<file path="src/rtl/mem_arbiter_pkg.sv">
// Shared definitions for the two-into-one memory arbiter: FSM states,
// port indices and the default bus widths of the core.
package mem_arbiter_pkg;

  localparam int RISCV_ADDR_WIDTH = 32;
  localparam int RISCV_WORD_WIDTH = 32;

  localparam logic PORT_I = 1'b0;
  localparam logic PORT_D = 1'b1;

  typedef enum logic [1:0] {
    ST_IDLE  = 2'd0,
    ST_GNT_I = 2'd1,
    ST_GNT_D = 2'd2
  } arb_state_t;

  function automatic arb_state_t gnt_state(input logic port);
    return (port == PORT_D) ? ST_GNT_D : ST_GNT_I;
  endfunction

endpackage

</file>
<file path="src/rtl/mem_arbiter_rr_pick2.sv">
// Combinational two-requester round-robin picker: on a tie the requester
// that was not granted last wins.
module mem_arbiter_rr_pick2 (
  input  logic [1:0] req,
  input  logic       last,
  output logic       grant,
  output logic       grant_valid
);

  always_comb begin
    grant_valid = |req;
    if (&req) begin
      grant = ~last;
    end else begin
      grant = req[1];
    end
  end

endmodule

</file>
<file path="src/rtl/mem_arbiter.sv">
// Round-robin arbiter from the core's instruction and data ports onto one
// shared memory port; each granted request is latched until completion.
module mem_arbiter
  import mem_arbiter_pkg::*;
#(
  parameter int ADDR_WIDTH = RISCV_ADDR_WIDTH,
  parameter int DATA_WIDTH = RISCV_WORD_WIDTH
) (
  input  logic                  clk,
  input  logic                  rst,

  input  logic                  imem_valid_i,
  output logic                  imem_ready_o,
  input  logic [ADDR_WIDTH-1:0] imem_addr_i,
  input  logic [DATA_WIDTH-1:0] imem_wdata_i,
  input  logic [3:0]            imem_we_i,
  output logic [DATA_WIDTH-1:0] imem_rdata_o,

  input  logic                  dmem_valid_i,
  output logic                  dmem_ready_o,
  input  logic [ADDR_WIDTH-1:0] dmem_addr_i,
  input  logic [DATA_WIDTH-1:0] dmem_wdata_i,
  input  logic [3:0]            dmem_we_i,
  output logic [DATA_WIDTH-1:0] dmem_rdata_o,

  output logic                  mem_valid_o,
  input  logic                  mem_ready_i,
  output logic [ADDR_WIDTH-1:0] mem_addr_o,
  output logic [DATA_WIDTH-1:0] mem_wdata_o,
  output logic [3:0]            mem_we_o,
  input  logic [DATA_WIDTH-1:0] mem_rdata_i
);

  arb_state_t            state;
  logic                  last_grant;
  logic [1:0]            port_valid;
  logic [ADDR_WIDTH-1:0] port_addr  [2];
  logic [DATA_WIDTH-1:0] port_wdata [2];
  logic [3:0]            port_we    [2];
  logic [1:0]            port_ready;
  logic [DATA_WIDTH-1:0] port_rdata [2];
  logic                  pick;
  logic                  pick_valid;
  logic                  other;

  assign port_valid         = {dmem_valid_i, imem_valid_i};
  assign port_addr[PORT_I]  = imem_addr_i;
  assign port_addr[PORT_D]  = dmem_addr_i;
  assign port_wdata[PORT_I] = imem_wdata_i;
  assign port_wdata[PORT_D] = dmem_wdata_i;
  assign port_we[PORT_I]    = imem_we_i;
  assign port_we[PORT_D]    = dmem_we_i;

  // The port not currently being served; only meaningful in a grant state.
  assign other = (state == ST_GNT_D) ? PORT_I : PORT_D;

  mem_arbiter_rr_pick2 u_pick (
    .req         (port_valid),
    .last        (last_grant),
    .grant       (pick),
    .grant_valid (pick_valid)
  );

  always_ff @(posedge clk) begin
    if (rst) begin
      state       <= ST_IDLE;
      last_grant  <= PORT_I;
      mem_valid_o <= 1'b0;
      mem_addr_o  <= '0;
      mem_wdata_o <= '0;
      mem_we_o    <= '0;
    end else begin
      case (state)
        ST_IDLE: begin
          if (pick_valid) begin
            state       <= gnt_state(pick);
            last_grant  <= pick;
            mem_valid_o <= 1'b1;
            mem_addr_o  <= port_addr[pick];
            mem_wdata_o <= port_wdata[pick];
            mem_we_o    <= port_we[pick];
          end
        end
        ST_GNT_I, ST_GNT_D: begin
          // The completing port's valid still refers to the finished access,
          // so only the other port may be handed the bus without a bubble.
          if (mem_ready_i) begin
            if (port_valid[other]) begin
              state       <= gnt_state(other);
              last_grant  <= other;
              mem_addr_o  <= port_addr[other];
              mem_wdata_o <= port_wdata[other];
              mem_we_o    <= port_we[other];
            end else begin
              state       <= ST_IDLE;
              mem_valid_o <= 1'b0;
            end
          end
        end
        default: begin
          state       <= ST_IDLE;
          mem_valid_o <= 1'b0;
        end
      endcase
    end
  end

  for (genvar gi = 0; gi < 2; gi++) begin : g_resp
    logic granted;
    assign granted         = (state == gnt_state(1'(gi)));
    assign port_ready[gi]  = granted & mem_ready_i;
    assign port_rdata[gi]  = granted ? mem_rdata_i : '0;
  end

  assign imem_ready_o = port_ready[PORT_I];
  assign dmem_ready_o = port_ready[PORT_D];
  assign imem_rdata_o = port_rdata[PORT_I];
  assign dmem_rdata_o = port_rdata[PORT_D];

endmodule
</file>
<file path="config.mk">
export PLATFORM = sky130hd
export DESIGN_NAME = mem_arbiter
export DESIGN_NICKNAME = d
export VERILOG_FILES = /design/src/rtl/mem_arbiter_pkg.sv /design/src/rtl/mem_arbiter_rr_pick2.sv /design/src/rtl/mem_arbiter.sv
export SDC_FILE = /design/constraint.sdc
export NUM_CORES = 1
export LEC_CHECK = 0
export BUFFER_PORTS_ARGS = -buffer_cell sky130_fd_sc_hd__buf_2
export CAP_MARGIN = 20
export CELL_PAD_IN_SITES_DETAIL_PLACEMENT = 1
export CELL_PAD_IN_SITES_GLOBAL_PLACEMENT = 1
export CORE_MARGIN = 2
export CORE_UTILIZATION = 29
export DETAILED_ROUTE_END_ITERATION = 8
export PLACE_DENSITY = 0.89
export SYNTH_ARGS = -nofsm -noshare
export SYNTH_HDL_FRONTEND = slang
export SYNTH_HIERARCHICAL = 1
export SYNTH_SLANG_ARGS = --single-unit
</file>
<file path="constraint.sdc">
create_clock -name clk -period 6.3 [get_ports clk]
set_input_delay 0.315 -clock clk [delete_from_list [all_inputs] [get_ports clk]]
set_output_delay 0.315 -clock clk [all_outputs]
set_load 0.05 [all_outputs]
</file>
# --- Yosys cells after proc, flatten, opt, wreduce, memory -nomap -nowiden ---
# Cells that the tools add are included.
word_totals:
  reg_bits: 72
  input_bits: 173
  out_inout_bits: 135
  word_cells: 78
classes:
  order_cmp: 3
  eq_ne: 6
  n_mux: 50
  bitwise_logic: 5
  reduce_logical: 8
ops:
  columns: ["op", "count"]
  rows:
  - ["$mux W32", 20]
  - ["$pmux W32 S2", 2]
  - ["$mux W4", 9]
  - ["$mux W1", 10]
  - ["$mux W2", 5]
  - ["$ne A2 B2 Y1 const B", 4]
  - ["$pmux W4 S2", 1]
  - ["$ge A2 B2 Y1 const B", 2]
  - ["$not A1 Y2", 2]
  - ["$pmux W1 S2", 2]
  - ["$pmux W2 S2", 1]
  - ["$reduce_and A2 Y1", 2]
  - ["$reduce_and A4 Y1", 1]
  - ["$reduce_or A2 Y1", 2]
  - ["$reduce_and A3 Y1", 1]
  - ["$and A1 B1 Y1", 2]
  - ["$eq A2 B1 Y1 const B", 1]
  - ["$eq A2 B2 Y1 const B", 1]
  - ["$logic_not A2 Y1", 1]
  - ["$lt A1 B2 Y1 const B", 1]
  - ["$reduce_bool A2 Y1", 1]
  - ["$not A1 Y1", 1]

# --- Longest topological paths before layout ---
# Gate-level depths: netlist (run 1).
logic_depth:
  word_depth: 9
  depth_mapped: 9

# --- Cells and area by module ---
# The synthesis (run 1) kept the hierarchy.
modules_own_cells:
  columns: ["module", "instances", "cells_each", "area_per_inst_um2"]
  rows:
  - ["mem_arbiter", 1, 419, 3870.0]
  - ["mem_arbiter_rr_pick2", 1, 2, 13.8]

# --- Worst setup path before layout (run 1) ---
# Ideal clock, no wire load.
synth_path:
  path_type: "flip-flop to flip-flop"
  startpoint: "register state[0]"
  endpoint: "register mem_wdata_o[10]"
  arrival_ns: 1.940
  required_ns: 6.158
  slack_ns: 4.218
  stages_incl_launch_ff: 10
  n_path_buf: 3
  synth_period_minus_slack_ns: 2.082
  path_cell_list: "dfxtp_1 > inv_1 > ha_1 > buf_4 > nor2b_1 > or2_4 > a211oi_4 > buf_4 > buf_4 > a221oi_1"
synth_between:
  elab_chain_len: 9
  word_cells_on_any_way: 19
  cone_classes: "eq/ne (5); mux (9); bitwise (1); reduce/logical (4)"
synth_rtl:
  columns: ["element", "line_no", "source"]
  rows:
  - ["start: declaration", "mem_arbiter.sv:34", "arb_state_t state;"]
  - ["start signal: assignment", "mem_arbiter.sv:76", "state <= gnt_state(pick);"]
  - ["start signal: assignment", "mem_arbiter.sv:89", "state <= gnt_state(other);"]
  - ["$eq A2 B2 Y1", "mem_arbiter.sv:55, mem_arbiter.sv:73", null]
  - ["$mux W1", "mem_arbiter.sv:55", "assign other = (state == ST_GNT_D) ? PORT_I : PORT_D;"]
  - ["$not A1 Y2 (not written as such)", "mem_arbiter.sv:92", "mem_wdata_o <= port_wdata[other];"]
  - ["$mux W32 (not written as such) (3 in a row)", "mem_arbiter.sv:92", null]
  - ["$mux W32", "mem_arbiter.sv:88", "if (port_valid[other]) begin"]
  - ["$mux W32", "mem_arbiter.sv:87", "if (mem_ready_i) begin"]
  - ["$pmux W32 S2", "mem_arbiter.sv:73", "case (state)"]
  - ["end signal: assignment", "mem_arbiter.sv:80", "mem_wdata_o <= port_wdata[pick];"]
  - ["end signal: assignment", "mem_arbiter.sv:92", null]
  - ["end: declaration", "mem_arbiter.sv:29", "output logic [DATA_WIDTH-1:0] mem_wdata_o,"]
# Several ways; a longest one is shown, not always the timed one. The select of a mux whose other input is x is not followed.
# A chain may end at the register's enable or synchronous reset.

# --- Final worst setup path (run 1) ---
layout_path:
  startpoint: "register state[0]"
  endpoint: "register mem_addr_o[25]"
layout_between:
  elab_chain_len: 9
  word_cells_on_any_way: 19
  cone_classes: "eq/ne (5); mux (9); bitwise (1); reduce/logical (4)"
layout_rtl:
  columns: ["element", "line_no", "source"]
  rows:
  - ["$eq A2 B2 Y1", "mem_arbiter.sv:55, mem_arbiter.sv:73", null]
  - ["$mux W1", "mem_arbiter.sv:55", null]
  - ["$not A1 Y2 (not written as such)", "mem_arbiter.sv:91", "mem_addr_o <= port_addr[other];"]
  - ["$mux W32 (not written as such) (3 in a row)", "mem_arbiter.sv:91", null]
  - ["$mux W32", "mem_arbiter.sv:88", null]
  - ["$mux W32", "mem_arbiter.sv:87", null]
  - ["$pmux W32 S2", "mem_arbiter.sv:73", null]
  - ["end signal: assignment", "mem_arbiter.sv:79", "mem_addr_o <= port_addr[pick];"]
  - ["end signal: assignment", "mem_arbiter.sv:91", null]
  - ["end: declaration", "mem_arbiter.sv:28", "output logic [ADDR_WIDTH-1:0] mem_addr_o,"]
# Several ways; a longest one is shown, not always the timed one. The select of a mux whose other input is x is not followed.

==> results of run 1 <==
final timing paths:
| check | depth (start not counted) | slack, ns | start | to |
|---|---|---|---|---|
| min reg2reg | 2 | 0.48 | last_grant$_SDFFE_PP0P_ | last_grant$_SDFFE_PP0P_ |
| min | 3 | 0.34 | imem_wdata_i[9] | mem_wdata_o[9]$_SDFFE_PP0P_ |
| max reg2reg | 7 | 3.68 | state[0]$_SDFFE_PP0P_ | mem_addr_o[25]$_SDFFE_PP0P_ |
| max | 7 | 3.68 | state[0]$_SDFFE_PP0P_ | mem_addr_o[25]$_SDFFE_PP0P_ |
placed cells by master, fill, tap and decap left out, types with 2 or more instances in the layout:
cell type | Yosys | final
buf_2 | 13 | 307
nor2_1 | 73 | 73
dfxtp_1 | 72 | 72
mux2i_1 | 71 | 71
a221oi_1 | 68 | 68
and2_1 | 66 | 66
clkbuf_16 | 0 | 9
buf_4 | 6 | 6
ha_1 | 5 | 5
inv_1 | 4 | 4
a22oi_1 | 2 | 2
clkinvlp_4 | 0 | 2
bufinv_16 | 0 | 2
synth_stat cells (all sizes together), types with 4 or more instances:
cell type	n	area share
nor2	73	0.071
mux2i	71	0.18
and2	66	0.11
clkbuf	22	0.021
dfxtp	72	0.37
inv	4	0.0039
buf	21	0.032
ha	5	0.016
a221oi	68	0.15
power breakdown:
| group | switching [mW] | internal [mW] |
|---|---|---|
| combinational | 1.65 | 0.673 |
| sequential | 0.0830 | 0.637 |
| clock | 0.189 | 0.357 |
| total | 1.93 | 1.67 |
worst max-delay path, cell delays in order, from the launching register on:
cell	delay, ns
dfxtp_1	0.39
inv_1	0.10
ha_1	0.63
nor2_1	0.18
a21oi_4	0.15
buf_4	0.57
mux2i_1	0.18
a221oi_1	0.28
per-layer routing:
layer,part of all wire,vias to the layer above,wire length (um),track usage
li1,-,2092,-,-
met2,0.53,187,7660,0.364
met1,0.40,2099,5770,0.214
met4,0.013,0,190,0.0500
met3,0.060,13,869,0.0404
met5,0,-,0,0
state kept, by name, indices dropped and copies added, names as in the netlist:
signal,flops
mem_addr_o,32
last_grant,1
state,2
mem_wdata_o,32
mem_valid_o,1
mem_we_o,4
cells by family after synthesis:
kind of cell,after synthesis,synth area share
mux,72,0.186
simple gates,149,0.197
compound gates,76,0.173
flops,72,0.371
buf+inv,47,0.0573
fa+ha+maj,5,0.0161
cell type report:
type	instances	area share
Tap cell	176	0.0376
Clock buffer	11	0.0415
Multi-Input combinational cell	302	0.383
Timing Repair Buffer	314	0.275
Inverter	4	0.00257
Antenna cell	1	0.000428
Sequential cell	72	0.246
Clock inverter	5	0.0137
==> flow_summary.toml, run 1 <==
[outcome]
status = "finished clean"

[final_layout]
areaGrowthSynthToFinish_pct = 50.7
nets = 881
seqCellArea_um2 = 1440
finalInstanceArea_um2 = 5850
multi_input_area_um2 = 2240
drive_gt1_frac = 0.475
post-route-util = 0.446
fillCellCount = 1622
instances_no_fill = 885

[place]
io_buffers = 307
place_area_um2 = 5500
placedCellCount = 867
hpwl_um = 10700
place_ws_ns = 3.59
gp_congestion = 0.800

[power_and_ir_drop]
fin_total_pwr_mw = 3.59
peakVddDrop_v = 0.000256
p_per_area_nw_per_um2 = 614
p_leak_nw = 3.20

[timing]
fmax_mhz = 382
setup_ws_ns = 3.68
timing.slew.headroom = 0.439
slew_violations = 0
rsz0062_at_grt = "no"
setup_viol = 0
hold-worst-slack_ns = 0.338
period_needed_ns = 2.62
fin_crit_sh = 0.415
worstMarginPinSlew_ns = 0.841
skew_ns = 0.00565
fin_setup_tns_ns = 0
hold_viol = 0

[clock_tree]
clk_pin_slew_ns = 0.06
clkLatencyLatePin_ns = 0.32
ctsResizeCount = 0
ctsHoldBuffers = 0
cts-root-buf = "clkbuf_16"
cts_inserted_buffers = 9
cts_tree = "yes"
cts_setup_buffers = 0
htreeDepth = 3
clock_path_buffers = 2
clkSinkCount = 72

[global_route]
grt_usage = 0.191
antenna_found_initial = 1
overflow = 0
grt_pass1_wl_um = 22100
grt_max_degree = 74
grt_pass1_vias = 4408

[setup_path]
crit_fanout = 41
crit_required_ns = 6.52
end_kind = "flop"
worst_setup_path_start_kind = "flop"
worst_ep_arrival_time_ns = 2.83
crit_type = "flop to flop"

[drt]
ant_nets = 0
drc = 0
drt-initial-drc-count = 314
wire_per_inst_um = 16.4
vias = 4391
routed_wl_um = 14500
drt_pass1_iterations = 4
vias_per_cell = 4.96

[floorplanning]
io_pins = 308
fp-row-count = 42
die_w_um = 120
fp.coreArea_um2 = 13100
fp.dieH_um = 120
design.die.area_um2 = 14300
start_util = 0.296

[synth]
yosysWarningCount = 6
synth_ff_type = "dfxtp_1"
synthesis.area_um2 = 3880
syn_nets = 599
ys_async_sr_fraction = 0
postSynthCellCount = 421
synth_edf_count = 0
synth_seq_cells = 72
synthDistinctLibCells = 30
synth-seq-area-share = 0.371
syn_area_per_cell_um2 = 9.23

[worst_hold_path]
hp-class = "primary input to flop"

[run]
drv_cap = 0
No activity file was read; power rests on OpenSTA's default activity.
==> run 2: changes to the inputs <==
Settings changed: CORE_UTILIZATION 29 to 27, PLACE_DENSITY 0.89 to 0.84.
Clock period 6.3 ns to 2.55 ns, I/O delays scaled along.
==> run 2 against run 1 <==
  * Register-to-register slack worse by 3.4 ns
  * First-iteration DRC count down 42%
  * Fmax up 17%
  * Clock power up 140%
  * Worst hold slack worse by 0.18 ns
  * Critical path depth unchanged
  * Largest power group unchanged
  * Highest routed layer unchanged
==> flow_summary.toml, run 2 (synthesis results as in run 1) <==
[outcome]
status = "finished clean"

[setup_path]
end_kind = "flop"
crit_type = "flop to flop"
r2r-start = "state[0]$_SDFFE_PP0P_"
crit_fanout = 26
crit_path_start = "state[0]$_SDFFE_PP0P_"
worst_setup_path_start_kind = "flop"
crit_required_ns = 2.73
worst_ep_arrival_time_ns = 2.40

[clock_tree]
ctsHoldBuffers = 0
ctsResizeCount = 0
cts_tree = "yes"
clkSinkCount = 72
clk_pin_slew_ns = 0.06
cts_inserted_buffers = 9
htreeDepth = 3
cts-root-buf = "clkbuf_16"
cts_setup_buffers = 0
clock_path_buffers = 2
clkLatencyLatePin_ns = 0.33

[final_layout]
drive_gt1_frac = 0.480
finalInstanceArea_um2 = 5940
largestRegisters = "mem_addr_o: 32 flops, mem_wdata_o: 32 flops, mem_we_o: 4 flops"
nets = 887
layout_common_cells = "307 x buf_2, 73 x nor2_1, 72 x dfxtp_1, 71 x mux2i_1, 68 x a221oi_1"
areaGrowthSynthToFinish_pct = 53.0
num_antenna_cells = 0
mostFrequentLayoutCell = "buf_2"

[timing]
period_needed_ns = 2.23
hold-worst-slack_ns = 0.156
worstMarginPinSlew_ns = 0.882
setup_viol = 0
timing.slew.headroom = 0.412
fin_crit_sh = 0.874
hold_viol = 0
fmax_mhz = 449
rsz0062_at_grt = "no"
fin_setup_tns_ns = 0
setup_ws_ns = 0.322
slew_violations = 0
skew_ns = 0.00827

[drt]
drt_pass1_iterations = 4
drt-initial-drc-count = 183
ant_nets = 0
routed_wl_um = 14100
drc = 0
wire_per_inst_um = 15.7
vias = 4309
vias_per_cell = 4.83

[floorplanning]
io_pins = 308
fp.dieH_um = 124
fp-row-count = 43
start_util = 0.278
fp.coreArea_um2 = 14000
die_w_um = 124
design.die.area_um2 = 15400

[power_and_ir_drop]
fin_total_pwr_mw = 8.98
seqPwrFrac = 0.197
peakVddDrop_v = 0.000452
p_switching_mw = 4.76
clkPwrFrac = 0.145
p_leak_nw = 3.26
pwr-share-comb = 0.658
p_per_area_nw_per_um2 = 1510
p_int_mw = 4.23
p_sw_frac = 0.530

[global_route]
met2_usage = 0.341
grt_pass1_wl_um = 20900
grt_usage = 0.174
groute.layer.met3.usage = 0.0408
globalRoute.busiestLayer = "met2"
grt_pass1_vias = 4360
antenna_found_initial = 0
use_met1 = 0.184
overflow = 0
grt_max_degree = 48

[place]
io_buffers = 307
place_ws_ns = 0.313
hpwl_um = 11000
place_area_um2 = 5630
gp_congestion = 0.825

[run]
drv_cap = 0

[worst_hold_path]
hp-class = "primary input to flop"
min_from = "imem_addr_i[23]"
-- run 2: area by class of cell --
class	instances	area [um2]
Clock buffer	9	225
Clock inverter	6	83.8
Fill cell	1740	8050
Inverter	4	15.0
Multi-Input combinational cell	302	2240
Sequential cell	72	1440
Tap cell	180	225
Timing Repair Buffer	320	1710
-- run 2: path summary, 6_finish.rpt --
kind                                  end  slack, ns  cells past startpoint
max          mem_wdata_o[21]$_SDFFE_PP0P_       0.32                      7
min           mem_addr_o[23]$_SDFFE_PP0P_       0.16                      3
max reg2reg  mem_wdata_o[21]$_SDFFE_PP0P_       0.32                      7
min reg2reg       last_grant$_SDFFE_PP0P_       0.48                      2
-- run 2: stage by stage --
step | util | cells
3_5_place_dp | 0.403 | 878
5_1_grt | 0.425 | 893
6_report | 0.425 | 893
2_1_floorplan | - | 421
3_3_place_gp | 0.403 | 878
4_1_cts | 0.425 | 893
-- run 2: per-layer routing --
metal / routed length [um] / share of wire
met5: 0 / 0
met4: 162 / 0.012
met3: 1100 / 0.078
met2: 7580 / 0.54
met1: 5220 / 0.37
-- run 2: critical path, cell delays in order, from the launching register on --
cell and delay [ns]:
dfxtp_1 0.38, inv_1 0.10, ha_1 0.38, nor2b_1 0.19
or2_4 0.26, a211oi_4 0.27, buf_4 0.35, a221oi_1 0.14
-- run 2: power groups by stage --
stage | registers, mW | logic (mW) | clock network [mW]
final | 1.77 | 5.91 | 1.31
after detailed placement | 1.80 | 5.97 | 0
after floorplan | 3.20 | 3.13 | 0
after CTS | 1.78 | 5.98 | 1.35
after global routing | 1.83 | 6.33 | 1.41
after global placement | 1.77 | 5.89 | 0
==> run 3: changes to the inputs <==
Settings changed: CORE_ASPECT_RATIO set to 0.5.
==> run 3 against run 2 <==
  * Worst setup slack worse by 0.066 ns
  * Flip-flop and latch count stayed put
  * Largest cell class unchanged
  * Wire length is 7.3% higher
  * Clock skew is 0.0019 ns lower
  * Worst hold slack better by 0.0070 ns
  * First-iteration DRC count is 19% lower
  * Clock-buffer cell count stayed put
  * Critical path depth is 1 lower
  * Via count is 0.79% lower
  * Combinational power is 0.8% lower
  * Highest routed layer unchanged
==> flow_summary.toml, run 3 (synthesis results as in run 1) <==
[final_layout]
fillCellCount = 1748
nets = 882
largestRegisters = "mem_addr_o: 32 flops, mem_wdata_o: 32 flops, mem_we_o: 4 flops"
post-route-util = 0.426
drive_gt1_frac = 0.477
layout_common_cells = "307 x buf_2, 73 x nor2_1, 72 x dfxtp_1, 71 x mux2i_1, 68 x a221oi_1"
num_antenna_cells = 0
mostFrequentLayoutCell = "buf_2"
finalInstanceArea_um2 = 5880
areaGrowthSynthToFinish_pct = 51.5

[setup_path]
crit_required_ns = 2.77
crit_fanout = 41
end_kind = "flop"
crit_end = "mem_addr_o[0]$_SDFFE_PP0P_"
r2r_end = "mem_addr_o[0]$_SDFFE_PP0P_"
worst_ep_arrival_time_ns = 2.52
ff2ff_setup_slack_ns = 0.26
r2r-start = "state[1]$_SDFFE_PP0P_"
crit_path_start = "state[1]$_SDFFE_PP0P_"
crit_type = "flop to flop"
worst_setup_path_start_kind = "flop"
reg2reg_depth = 6

[power_and_ir_drop]
p_sw_frac = 0.542
peakVddDrop_v = 0.000685
seqPwrFrac = 0.201
p_per_area_nw_per_um2 = 1510
p_switching_mw = 4.81
p_leak_nw = 3.20
p_int_mw = 4.06
clkPwrFrac = 0.139
pwr-share-comb = 0.660

[drt]
drt-initial-drc-count = 148
drt_pass1_iterations = 4
ant_nets = 0
routed_wl_um = 15100
wire_per_inst_um = 16.7
drc = 0
vias_per_cell = 4.74
vias = 4275

[place]
hpwl_um = 11800
place_area_um2 = 5590
gp_congestion = 0.818
place_ws_ns = 0.277
io_buffers = 307

[clock_tree]
cts-root-buf = "clkbuf_16"
cts_setup_buffers = 0
clock_path_buffers = 2
ctsResizeCount = 0
clkSinkCount = 72
cts_tree = "yes"
cts_inserted_buffers = 9
htreeDepth = 3
ctsHoldBuffers = 0
clkLatencyLatePin_ns = 0.32
clk_pin_slew_ns = 0.06

[timing]
skew_ns = 0.00633
setup_ws_ns = 0.256
period_needed_ns = 2.29
rsz0062_at_grt = "no"
fin_setup_tns_ns = 0
hold_viol = 0
setup_viol = 0
slew_violations = 0
fmax_mhz = 436
worstMarginPinSlew_ns = 1.00
timing.slew.headroom = 0.333
hold-worst-slack_ns = 0.163
fin_crit_sh = 0.900

[run]
drv_cap = 0

[floorplanning]
fp-row-count = 30
fp.dieH_um = 88.8
io_pins = 308
fp.coreArea_um2 = 13800
die_w_um = 174
start_util = 0.281
design.die.area_um2 = 15400

[worst_hold_path]
hp-class = "primary input to flop"

[global_route]
grt_usage = 0.187
overflow = 0
grt_pass1_wl_um = 23100
antenna_found_initial = 0
grt_max_degree = 70
grt_pass1_vias = 4396

[outcome]
status = "finished clean"
[run 3: power groups by stage]
stage	Clock [mW]	Sequential, mW	Combinational (mW)
after detailed placement	0	1.81	5.88
after global placement	0	1.77	5.75
after floorplan	0	3.20	3.13
final	1.23	1.78	5.86
after global routing	1.33	1.83	6.26
after CTS	1.28	1.79	5.90
[run 3: worst min-delay path by stage]
stage | start | slack, ns | to | cells past startpoint
3_5_place_dp | last_grant$_SDFFE_PP0P_ | 0.48 | last_grant$_SDFFE_PP0P_ | 2
5_1_grt | imem_wdata_i[14] | 0.16 | mem_wdata_o[14]$_SDFFE_PP0P_ | 3
2_1_floorplan | imem_wdata_i[14] | 0.37 | mem_wdata_o[14]$_SDFFE_PP0P_ | 2
6_report | imem_wdata_i[25] | 0.16 | mem_wdata_o[25]$_SDFFE_PP0P_ | 3
3_3_place_gp | last_grant$_SDFFE_PP0P_ | 0.46 | last_grant$_SDFFE_PP0P_ | 2
4_1_cts | imem_wdata_i[25] | 0.14 | mem_wdata_o[25]$_SDFFE_PP0P_ | 3
[run 3: cell type report]
type                       count  area, um2  share of cell area
tap                          192        240              0.0408
timing repair buffer         315       1650               0.280
clock buffer                   9        225              0.0383
multi-input combinational    302       2240               0.381
sequential                    72       1440               0.245
clock inverter                 7       72.6              0.0123
inverter                       4       15.0             0.00255
[run 3: critical path: stages, from the launching register on]
cell	delay, ns
dfxtp_1	0.40
inv_1	0.09
ha_1	0.40
buf_4	0.22
nand4b_4	0.40
buf_12	0.35
a221oi_1	0.31
[run 3: through the flow]
step,total power [mW],std cells
floorplan,6.33,421
CTS,8.96,901
global placement,7.53,885
finish,8.88,901
detailed placement,7.69,885
global route,9.43,901
[run 3: layer usage]
metal / vias up / global-route usage / part of all wire
met5: - / 0 / 0
met2: 120 / 0.367 / 0.55
met1: 2046 / 0.210 / 0.39
met3: 18 / 0.0395 / 0.046
met4: 0 / 0.0527 / 0.014
li1: 2091 / - / -
